===== config.mk =====
export PLATFORM = sky130hd
export DESIGN_NAME = pipe_stage_reg
export DESIGN_NICKNAME = d
export VERILOG_FILES = /design/src/rtl/pipe_pkg.sv /design/src/rtl/pipe_stage_reg.sv
export SDC_FILE = /design/constraint.sdc
export NUM_CORES = 1
export LEC_CHECK = 0
export CAP_MARGIN = 20
export CORE_MARGIN = 5
export CORE_UTILIZATION = 50
export DETAILED_ROUTE_END_ITERATION = 8
export PLACE_DENSITY = 0.79
export SLEW_MARGIN = 25
export SYNTH_ARGS = -nofsm -noshare
export SYNTH_HDL_FRONTEND = slang
export SYNTH_SLANG_ARGS = --single-unit

===== constraint.sdc =====
create_clock -name clk -period 3.9 [get_ports clk]
set_input_delay 0.39 -clock clk [delete_from_list [all_inputs] [get_ports clk]]
set_output_delay 0.39 -clock clk [all_outputs]
set_load 0.01 [all_outputs]

===== src/rtl/pipe_pkg.sv =====
// Shared write-back pipeline types: the payload carried between the
// memory and write-back stages, and its packed width.
package pipe_pkg;

    typedef struct packed {
        logic [4:0]  rd;
        logic        wreg;
        logic        mem2reg;
        logic [31:0] data;
        logic [2:0]  func3;
    } wb_payload_t;

    localparam int WB_PAYLOAD_W = 42;

endpackage


===== src/rtl/pipe_stage_reg.sv =====
// Two-entry skid-buffered pipeline register with flush, occupancy report
// and a saturating downstream-stall counter. Payload-agnostic (DATA_W bits).
module pipe_stage_reg
    import pipe_pkg::*;
#(
    parameter int DATA_W = WB_PAYLOAD_W,
    parameter int CNT_W  = 16
) (
    input  logic              clk,
    input  logic              rst,
    input  logic              flush,
    input  logic              in_valid,
    output logic              in_ready,
    input  logic [DATA_W-1:0] in_data,
    output logic              out_valid,
    input  logic              out_ready,
    output logic [DATA_W-1:0] out_data,
    output logic [1:0]        occupancy,
    output logic [CNT_W-1:0]  stall_cnt
);

    logic              r_main_valid;
    logic              r_skid_valid;
    logic [DATA_W-1:0] r_main_data;
    logic [DATA_W-1:0] r_skid_data;
    logic [1:0]        r_occupancy;
    logic [CNT_W-1:0]  r_stall_cnt;

    logic              w_main_valid_nxt;
    logic              w_skid_valid_nxt;
    logic [DATA_W-1:0] w_main_data_nxt;
    logic [DATA_W-1:0] w_skid_data_nxt;
    logic              w_accept;
    logic              w_pop;
    logic              w_stall;

    // in_ready comes straight from the skid flag, so upstream never sees
    // a combinational path from out_ready.
    assign in_ready  = ~r_skid_valid;
    assign w_accept  = in_valid & ~r_skid_valid;
    assign w_pop     = r_main_valid & out_ready;
    assign w_stall   = r_main_valid & ~out_ready;

    assign out_valid = r_main_valid;
    assign out_data  = r_main_data;
    assign occupancy = r_occupancy;
    assign stall_cnt = r_stall_cnt;

    always_comb begin
        // NOTE: every target gets a default first so no path through the
        // case analysis leaves a signal unassigned and infers a latch.
        w_main_valid_nxt = r_main_valid;
        w_skid_valid_nxt = r_skid_valid;
        w_main_data_nxt  = r_main_data;
        w_skid_data_nxt  = r_skid_data;

        if (flush) begin
            // NOTE: payloads are zeroed whenever an entry goes invalid so a
            // bubble on out_data is the all-zero NOP encoding.
            w_main_valid_nxt = 1'b0;
            w_skid_valid_nxt = 1'b0;
            w_main_data_nxt  = '0;
            w_skid_data_nxt  = '0;
        end else if (!r_main_valid) begin
            if (w_accept) begin
                w_main_valid_nxt = 1'b1;
                w_main_data_nxt  = in_data;
            end
        end else if (!r_skid_valid) begin
            if (w_pop && w_accept) begin
                w_main_data_nxt  = in_data;
            end else if (w_accept) begin
                w_skid_valid_nxt = 1'b1;
                w_skid_data_nxt  = in_data;
            end else if (w_pop) begin
                w_main_valid_nxt = 1'b0;
                w_main_data_nxt  = '0;
            end
        end else if (w_pop) begin
            w_main_data_nxt  = r_skid_data;
            w_skid_valid_nxt = 1'b0;
            w_skid_data_nxt  = '0;
        end
    end

    always_ff @(posedge clk) begin
        // NOTE: non-blocking assignments so every register samples the
        // pre-edge values regardless of statement order.
        if (rst) begin
            r_main_valid <= 1'b0;
            r_skid_valid <= 1'b0;
            r_main_data  <= '0;
            r_skid_data  <= '0;
            r_occupancy  <= 2'd0;
            r_stall_cnt  <= '0;
        end else begin
            r_main_valid <= w_main_valid_nxt;
            r_skid_valid <= w_skid_valid_nxt;
            r_main_data  <= w_main_data_nxt;
            r_skid_data  <= w_skid_data_nxt;
            r_occupancy  <= {1'b0, w_main_valid_nxt} + {1'b0, w_skid_valid_nxt};
            // Stall counting is independent of flush and saturates at all-ones.
            if (w_stall && !(&r_stall_cnt)) begin
                r_stall_cnt <= r_stall_cnt + CNT_W'(1);
            end
        end
    end

endmodule


== Word level (Yosys, flattened, before mapping) ==
Index checks and enable logic that the tools add are counted.

* Register bits: 104
* Input bits: 47
* Output and inout bits: 62
* Logic and storage cells: 47

* $add $sub $neg: 2
* Eq/ne operators: 4
* Multiplexer cells: 20
* Bitwise gates (word level): 5
* Reductions and logical operators: 10

{| class="wikitable"
|+ Operator list
! cell !! number
|-
| $mux W42 || 9
|-
| $add A16 B1 Y16 const B || 1
|-
| $reduce_and A16 Y1 || 1
|-
| $mux W1 || 11
|-
| $reduce_and A4 Y1 || 2
|-
| $ne A4 B3 Y1 const B || 1
|-
| $reduce_bool A2 Y1 || 2
|-
| $reduce_bool A4 Y1 || 1
|-
| $and A1 B1 Y1 || 3
|-
| $ne A3 B2 Y1 const B || 1
|-
| $add A1 B1 Y2 || 1
|-
| $logic_and A1 B1 Y1 || 2
|-
| $ne A2 B1 Y1 const B || 1
|-
| $ne A2 B2 Y1 const B || 1
|-
| $not A1 Y1 || 2
|-
| $reduce_or A2 Y1 || 1
|-
| $logic_not A1 Y1 || 1
|}

== Depth between registers and ports, before layout ==
Gate-level depths: netlist of the first run.

* Depth after elaboration: 8
* Depth in mapped cells: 7
* Gate-level depth less buffers: 6

== Worst setup path before layout of the first run ==
OpenSTA, ideal clock, no wires.

* Kind: flip-flop to flip-flop
* From: register r_stall_cnt[6] (netlist: stall_cnt[6])
* To: register r_stall_cnt[13] (netlist: stall_cnt[13])
* Arrival time: 1763 ps
* Data required time: 3830 ps
* Slack: 2067 ps
* Cell stages (with the launch flop): 5
* Path through: dfxtp_1 -> nand4_4 -> or4_4 -> or4_1 -> a21oi_1

* Word-level cells in the longest chain between the ends: 3

{| class="wikitable"
|+ Ends and longest elaborated chain
! what !! line !! source
|-
| from (decl) || pipe_stage_reg.sv:27 || <nowiki>logic [CNT_W-1:0] r_stall_cnt;</nowiki>
|-
| from (signal assigned) || pipe_stage_reg.sv:104 || <nowiki>r_stall_cnt <= r_stall_cnt + CNT_W'(1);</nowiki>
|-
| parallel branches: the longest is 3 deep, another holds $add A16 B1 Y16 || -- ||
|}

Several ways; the timed one is not identified.
A chain may end at the register's enable or synchronous reset.

== Final worst setup path of the first run ==
* From: register r_stall_cnt[0] (netlist: stall_cnt[0])
* To: register r_stall_cnt[1] (netlist: stall_cnt[1])

The elaborated chain is that of the path after synthesis.

==> out/qor.txt, run 1 <==
first-pass GRT wire length: 18.0 mm
status: completed
top-area cell type share of the netlist area: 48.9%
grt ovf: 0
Mapped Avg Cell Area: 8.57 um2
Post-synth EDFFs: 0
largest net degree at the start of global routing: 55
Pre-antenna DRT Iters: 4
leading area contributor after synthesis: dfxtp_1
post-CTS setup repair buffer count: 0
post-route insts no fill: 689
Final min period: 2.25 ns
initial core utilization: 51.6%
Post-Syn Instances: 497
Rel. slew slack: 41.0%
synthesis-to-layout area growth: 32.5%
final HPWL from detailed placement: 7.27 mm
top-count cell post-synth: dfxtp_1
share of cells above drive strength 1: 5.82%
routed wire length: 10.9 mm
Die ar.: 10500 um2
Slew Limit Fails: 0
crit path max fanout: 11
CP required: 4.15 ns
Hold Violations, Final: 0
Max Freq: 0.444 GHz
Yosys warnings: 0
Initial DRC Count: 193
Arr. time, crit path: 2.50 ns
Synth top cells by count: dfxtp_1, nor2_1, a21oi_1
IO buf count: 108
Critical Path Start Type: flop
# diodes: 0
worst skew pair latency: 0.36 ns
async set-or-reset flop fraction in the synthesized netlist: 0%
Core ar.: 8260 um2
critical path capture point type: flop
Worst-Margin Slew: 0.875 ns
GPL Wtd Cong: 0.771
Main synth FF type: dfxtp_1
clock slew at reported path FFs: 0.09 ns
TritonCTS Buffers: 9
vias per cell: 5.75
Finished Core Util: 68.3%
clock root cell: clkbuf_8
Mapped Area: 4260 um2
fin worst setup slack: 1.65 ns
Min-Delay Path Class: flop to flop
pre-CTS setup slack: 1.42 ns
buffer depth of the longest clock path: 2
Remaining DRCs: 0
# setup viols final: 0
initial antenna violation count: 0
Hold Buf Count CTS: 0
synth top area cells: dfxtp_1, a211oi_1, a22oi_1, a21oi_1, nand3_1
H-tree depth: 3
kind of critical path: flop to flop
max_cap viols: 0
CTS sink cnt: 104
pwr dens: 360 nW/um2
Top Ports: 109
mean routed wirelength per cell: 15.8 um
Hold Path Depth: 2
post_cts resized: 0
Post-layout nets: 628
#FFs+latches synth: 104
peak supply drop: 0.271 mV
Post-Syn Nets: 546
Reg2Reg Depth: 5
Cells after DPL: 673
Cell variety after synth: 45
CTS tree: yes
antenna-violating nets left: 0
period utilization: 57.7%
Setup TNS: 0 ns
vias in the first global route: 3764
Vias: 3960
gr usage total: 21.1%
site row count: 33
width of the die: 102 um
RSZ-0062 raised after global routing: no
Seq/Total Area, Yosys: 48.9%
die height: 102 um
leak pwr: 1.87 nW
clk_skew: 0.0128 ns
metal layers:
layer	up-vias	wire length [um]	GRT usage [%]	part of all wire, %
met3	10	693	5.26	6.4
li1	1983	-	-	-
met2	110	5250	35.1	48
met1	1857	4860	27.8	45
met5	-	0	0	0
met4	0	93	4.84	0.85
stage by stage:
step                power, W  area [um2]  hold slack [ns]
finish               0.00203        5640            0.455
global route         0.00212        5640            0.478
CTS                  0.00205        5640            0.458
detailed placement   0.00138        5440            0.443
global placement     0.00137        5390            0.437
floorplan            0.00124        4260            0.432
final timing paths:
path | slack, ns | to | start
worst max-delay path | 1.65 | stall_cnt[1] | stall_cnt[0]
worst min-delay path | 0.46 | r_skid_data[0] | r_skid_data[0]
worst max register to register | 1.65 | stall_cnt[1] | stall_cnt[0]
worst min register to register | 0.46 | r_skid_data[0] | r_skid_data[0]
power by group:
part / switching (W) / total, W / leakage (nW) / internal [W]
sequential: 0.0000169 / 0.00110 / 0.843 / 0.00109
clock: 0.000375 / 0.000683 / 0.103 / 0.000308
combinational: 0.000119 / 0.000248 / 0.926 / 0.000128
total: 0.000511 / 0.00203 / 1.87 / 0.00152
cell type report:
cell class | instances | area, um2
inverters | 5 | 18.8
clock inverters | 6 | 76.3
repair buffers | 116 | 1210
multi-input cells | 343 | 2000
fillers | 692 | 2610
flip-flops and latches | 104 | 2080
clock buffers | 10 | 128
well taps | 105 | 131
cells in the final DEF (no fill, tap or decap), drive strengths merged, types with 6 or more instances in the layout:
| cell type | netlist | routed |
|---|---|---|
| clkbuf | 37 | 10 |
| nand3 | 45 | 45 |
| inv | 4 | 6 |
| dfxtp | 104 | 104 |
| a21oi | 51 | 51 |
| nor2 | 53 | 53 |
| nor2b | 6 | 6 |
| a211oi | 44 | 44 |
| clkdlybuf4s50 | 0 | 108 |
| nand2 | 46 | 46 |
| a22oi | 42 | 42 |
| o21ai | 8 | 8 |
| buf | 7 | 8 |
cell families (layout without fill, tap and decap cells):
family,after synthesis,after routing,synth area share (%)
DFF,104,104,48.9
muxes,3,3,0.764
adders and majority gates,2,2,0.587
and+or+nand+nor,182,182,20.5
buffers and inverters,50,137,4.93
AOI/OAI and AO/OA,154,154,23.9
xor gates and xnor gates,2,2,0.411
critical path, cell delays in order (launching register included):
cell and delay, ns:
dfxtp_1 0.43, ha_1 0.20, nand3_1 0.29, o41ai_2 0.92, mux2i_1 0.26, nor2_1 0.05
state kept, by name (all words and copies together), names as in the netlist:
name	flops
occupancy	2
out_valid	1
out_data	42
r_skid_valid	1
r_skid_data	42
stall_cnt	16
(Power assumes the default switching activity.)
==> run 2: changes to the inputs <==
Settings changed: CORE_UTILIZATION 50 to 44, PLACE_DENSITY 0.79 to 0.74.
Clock period 3.9 ns to 1.9 ns, I/O delays scaled along.
==> out/qor.txt, run 2 (same netlist as run 1, synthesis figures left out) <==
status: completed
Core ar.: 9590 um2
routed wire length: 11.0 mm
mean routed wirelength per cell: 14.9 um
final HPWL from detailed placement: 7.46 mm
critical path capture point type: flop
Vias: 4036
Initial DRC Count: 188
GPL Wtd Cong: 0.837
fill count: 866
TritonCTS Buffers: 9
post-CTS setup repair buffer count: 0
vias in the first global route: 3801
Worst R2R End: stall_cnt[13]
metal3 WL: 586 um
Rel. slew slack: 60.7%
met2 wire length: 5.57 mm
crit path max fanout: 4
post-route insts no fill: 739
Worst-Margin Slew: 0.574 ns
CP required: 2.19 ns
Final min period: 1.80 ns
Cells after DPL: 723
clock root cell: clkbuf_8
Hold Path Depth: 3
Worst R2R Setup Slack: 0.10 ns
initial core utilization: 44.4%
gr usage total: 18.6%
Top Ports: 109
share of cells above drive strength 1: 10.4%
pwr dens: 717 nW/um2
worst skew pair latency: 0.36 ns
CTS tree: yes
Pre-antenna DRT Iters: 5
antenna-violating nets left: 0
footprint of the multi-input gates: 2020 um2
max_cap viols: 0
initial antenna violation count: 0
Max Freq: 0.556 GHz
clk_skew: 0.00962 ns
commonest non-fill, non-tap cell in the layout: clkdlybuf4s50_1
RSZ-0062 raised after global routing: no
Hold Buf Count CTS: 0
# setup viols final: 0
vias per cell: 5.46
Arr. time, crit path: 2.09 ns
leak pwr: 1.99 nW
peak supply drop: 0.324 mV
Remaining DRCs: 0
grt ovf: 0
CTS sink cnt: 104
H-tree depth: 3
period utilization: 94.6%
total power: 0.00423 W
Hold Violations, Final: 0
Die ar.: 11800 um2
Critical Path Start Type: flop
kind of critical path: flop to flop
IO buf count: 108
Post-layout nets: 650
largest net degree at the start of global routing: 65
met1 wire length: 4.73 mm
buffer depth of the longest clock path: 2
HP Start: in_data[2]
FF/Latch Area: 2090 um2
clock slew at reported path FFs: 0.10 ns
die height: 108 um
most frequent cells in the layout: clkdlybuf4s50_1, dfxtp_1, nor2_1, a21oi_1, nand2_1
r2r startpoint: stall_cnt[0]
site row count: 36
first-pass GRT wire length: 17.8 mm
Min-Delay Path Class: input port to flop
Slew Limit Fails: 0
width of the die: 108 um
Hold EP: r_skid_data[2]
max layer used: met4
synthesis-to-layout area growth: 38.6%
Reg2Reg Depth: 5
# diodes: 0
==> run 2: cell count changes in the layout (fill, tap and decap cells not counted), sizes merged <==
cell / delta
clkinv: -2
inv: +1
buf: +22
clkinvlp: +1
==> run 2: per-stage QoR <==
stage                     cell area [um2]  setup TNS (ns)  hold WS [ns]  util [%]  worst slack [ns]
after floorplan                      4260               0         0.357         -            0.0666
after global routing                 5910               0         0.425      61.6           0.00823
after global placement               5680          -0.256         0.437      59.2            -0.112
final                                5910               0         0.431      61.6             0.102
after detailed placement             5680          -0.394         0.443      59.2            -0.163
after CTS                            5900               0         0.415      61.5            0.0533
==> run 2: per-layer routing <==
layer  vias up  GRT usage, %
li1       2021             -
met1      1884          22.6
met2       117          32.7
met3        14          3.88
met4         0          6.13
met5         -             0
==> run 2: worst max-delay path, stage by stage (launching register included) <==
cell and delay, ns:
dfxtp_1 0.35, buf_4 0.14, nand4_1 0.14, or4_4 0.46, or4_1 0.48, a21oi_1 0.16
==> run 2: repair_timing <==
action	in CTS	in global routing
endpoints found under the setup margin	1	2
gates resized for setup	1	4
gates cloned	0	0
==> run 2: final cells by class <==
cell class | instances | share of cell area [%]
Clock buffer | 10 | 2.33
Clock inverter | 6 | 1.27
Inverter | 5 | 0.318
Multi-Input combinational cell | 343 | 34.1
Sequential cell | 104 | 35.3
Tap cell | 133 | 2.82
Timing Repair Buffer | 138 | 23.8
==> run 2: how the worst max path moves through the flow <==
stage                       startpoint       endpoint
after CTS                 stall_cnt[5]  stall_cnt[13]
final                     stall_cnt[0]  stall_cnt[13]
after floorplan           stall_cnt[6]  stall_cnt[13]
after global routing      stall_cnt[1]  stall_cnt[13]
after global placement       out_ready  stall_cnt[15]
after detailed placement     out_ready  stall_cnt[13]
==> run 2: power by group <==
part	switching (W)	total (W)	leakage (nW)	internal (W)
clock	0.000777	0.00144	0.105	0.000667
sequential	0.0000285	0.00226	0.845	0.00223
combinational	0.000250	0.000530	1.04	0.000279
==> run 3: changes to the inputs <==
Settings changed: CAP_MARGIN 20 to default.
==> results of run 3 <==
The final DEF is identical to that of run 2; final timing and power are the same.
==> RTL edit: new RTL, settings of run 2 <==
`r_skid_data` no longer has a reset.
--- a/src/rtl/pipe_stage_reg.sv
+++ b/src/rtl/pipe_stage_reg.sv
@@ -91,5 +91,4 @@
             r_skid_valid <= 1'b0;
             r_main_data  <= '0;
-            r_skid_data  <= '0;
             r_occupancy  <= 2'd0;
             r_stall_cnt  <= '0;
@@ -98,5 +97,4 @@
             r_skid_valid <= w_skid_valid_nxt;
             r_main_data  <= w_main_data_nxt;
-            r_skid_data  <= w_skid_data_nxt;
             r_occupancy  <= {1'b0, w_main_valid_nxt} + {1'b0, w_skid_valid_nxt};
             // Stall counting is independent of flush and saturates at all-ones.
@@ -107,4 +105,8 @@
     end
 
+    always_ff @(posedge clk) begin
+        r_skid_data <= w_skid_data_nxt;
+    end
+
 endmodule
 
Function: same outputs for any inputs over 4 cycles, from zero or initial values and one cycle with rst high; that may be too few to reach the edited logic, so the function may still have changed.
==> RTL edit against run 2 <==
  * Total power is 2.4% higher
  * Combinational power shrank 5.7%
  * Synthesized area rose by 0.44%
  * Via count grew 1.1%
  * Die area is 0.40% higher
  * Worst setup slack improved by 0.037 ns
  * Wire length is 4.7% higher
  * Design area fell by 1.6%
  * Clock skew is 0.0038 ns higher
  * Fmax up 2.1%
  * Sequential cell count did not move
  * Largest power group unchanged
==> RTL edit: results (changes against run 2) <==
status: "complete, no violations"
grt_pass1_wl_um: 19500  # +9.8%
nNetsFinal: 646  # -0.62%
synth_mux_area_share_pct: 0.585  # -0.18 points
synth-adder-area-share_pct: 0.585  # -0.0026 points
dp_slack_ns: -0.0177  # +0.145 ns
drt-initial-drc-count: 257  # +37%
leakagePower_nw: 2.00  # +0.46%
tightest_slew_ns: 0.454  # -0.120 ns
synth_commonest_cells: "dfxtp_1, a21oi_1, o21ai_0, nand2_1, nand3_1"
ys_types: 44  # -2.2%
synth_xor_area_share_pct: 0.205  # -0.21 points
syn_nets: 550  # +0.73%
wl_met2_um: 5530  # -0.74%
grt_pass1_vias: 4008  # +5.4%
seq_area_frac_synth_pct: 48.7  # -0.21 points
grt_max_degree: 55  # -15%
ys_top_cells_by_area: "dfxtp_1, a21oi_1, a22oi_1"
vias: 4079  # +1.1%
max_stage_delay_ns: 0.50  # +0.02 ns
drive_gt1_share_pct: 9.30  # -1.1 points
grt_usage_pct: 20.2  # +1.6 points
vdd_drop_max_uv: 355  # +9.7%
wl_um: 11600  # +4.7%
fill_cells: 860  # -0.69%
gp_congestion: 0.873  # +4.3%
wl_met1_um: 5180  # +9.6%
cts_resized: 0  # -1
final.setup_skew_ns: 0.0134  # +0.00376 ns
-- RTL edit: routing by layer --
metal / up-vias / track usage (%)
met5: - / 0
li1: 2021 / -
met2: 135 / 33.4
met1: 1908 / 26.8
met4: 0 / 5.86
met3: 15 / 4.32
-- RTL edit: report_power, final --
group	leakage (nW)	total (mW)	internal [mW]	switching [mW]
Combinational	1.05	0.500	0.263	0.236
Sequential	0.844	2.27	2.24	0.0341
Clock	0.112	1.56	0.758	0.804
Total	2.00	4.34	3.26	1.07
-- RTL edit: critical path, delay by kind of cell (launching register included) --
| kind | cells | cell delay [ns] |
|---|---|---|
| adders and majority gates | 1 | 0.26 |
| buffers and inverters | 1 | 0.16 |
| DFF | 1 | 0.38 |
| and+or+nand+nor | 3 | 0.75 |
| AOI/OAI and AO/OA | 1 | 0.16 |
-- RTL edit: final timing paths --
kind,end,from,slack (ns),cells after the start
worst max-delay path,stall_cnt[9],stall_cnt[0],0.14,6
worst min-delay path,out_valid,flush,0.08,2
worst max register to register,stall_cnt[9],stall_cnt[0],0.14,6
worst min register to register,r_skid_data[38],r_skid_data[38],0.46,2
-- RTL edit: metrics by stage --
stage               hold slack (ns)  utilization (%)  total power [mW]  setup TNS (ns)  cells
finish                       0.0771             60.3              4.34               0    735
global route                 0.0763             60.3              4.51               0    735
CTS                          0.0556             60.3              4.37               0    735
detailed placement            0.443             57.9              2.82         -0.0177    719
global placement              0.438             57.9              2.82               0    719
floorplan                     0.357                -              2.53               0    501
-- RTL edit: kinds of logic after synthesis --
family                     after synthesis
AOI/OAI and AO/OA                      201
and+or+nand+nor                        144
DFF                                    104
buffers and inverters                   47
muxes                                    2
adders and majority gates                2
xor gates and xnor gates                 1
-- RTL edit: area by class of cell --
cell class / instances / share of cell area [%]
Sequential cell: 104 / 35.8
Tap cell: 133 / 2.86
Inverter: 3 / 0.194
Clock inverter: 7 / 1.81
Timing Repair Buffer: 129 / 22.1
Multi-Input combinational cell: 350 / 35.1
Clock buffer: 9 / 2.13
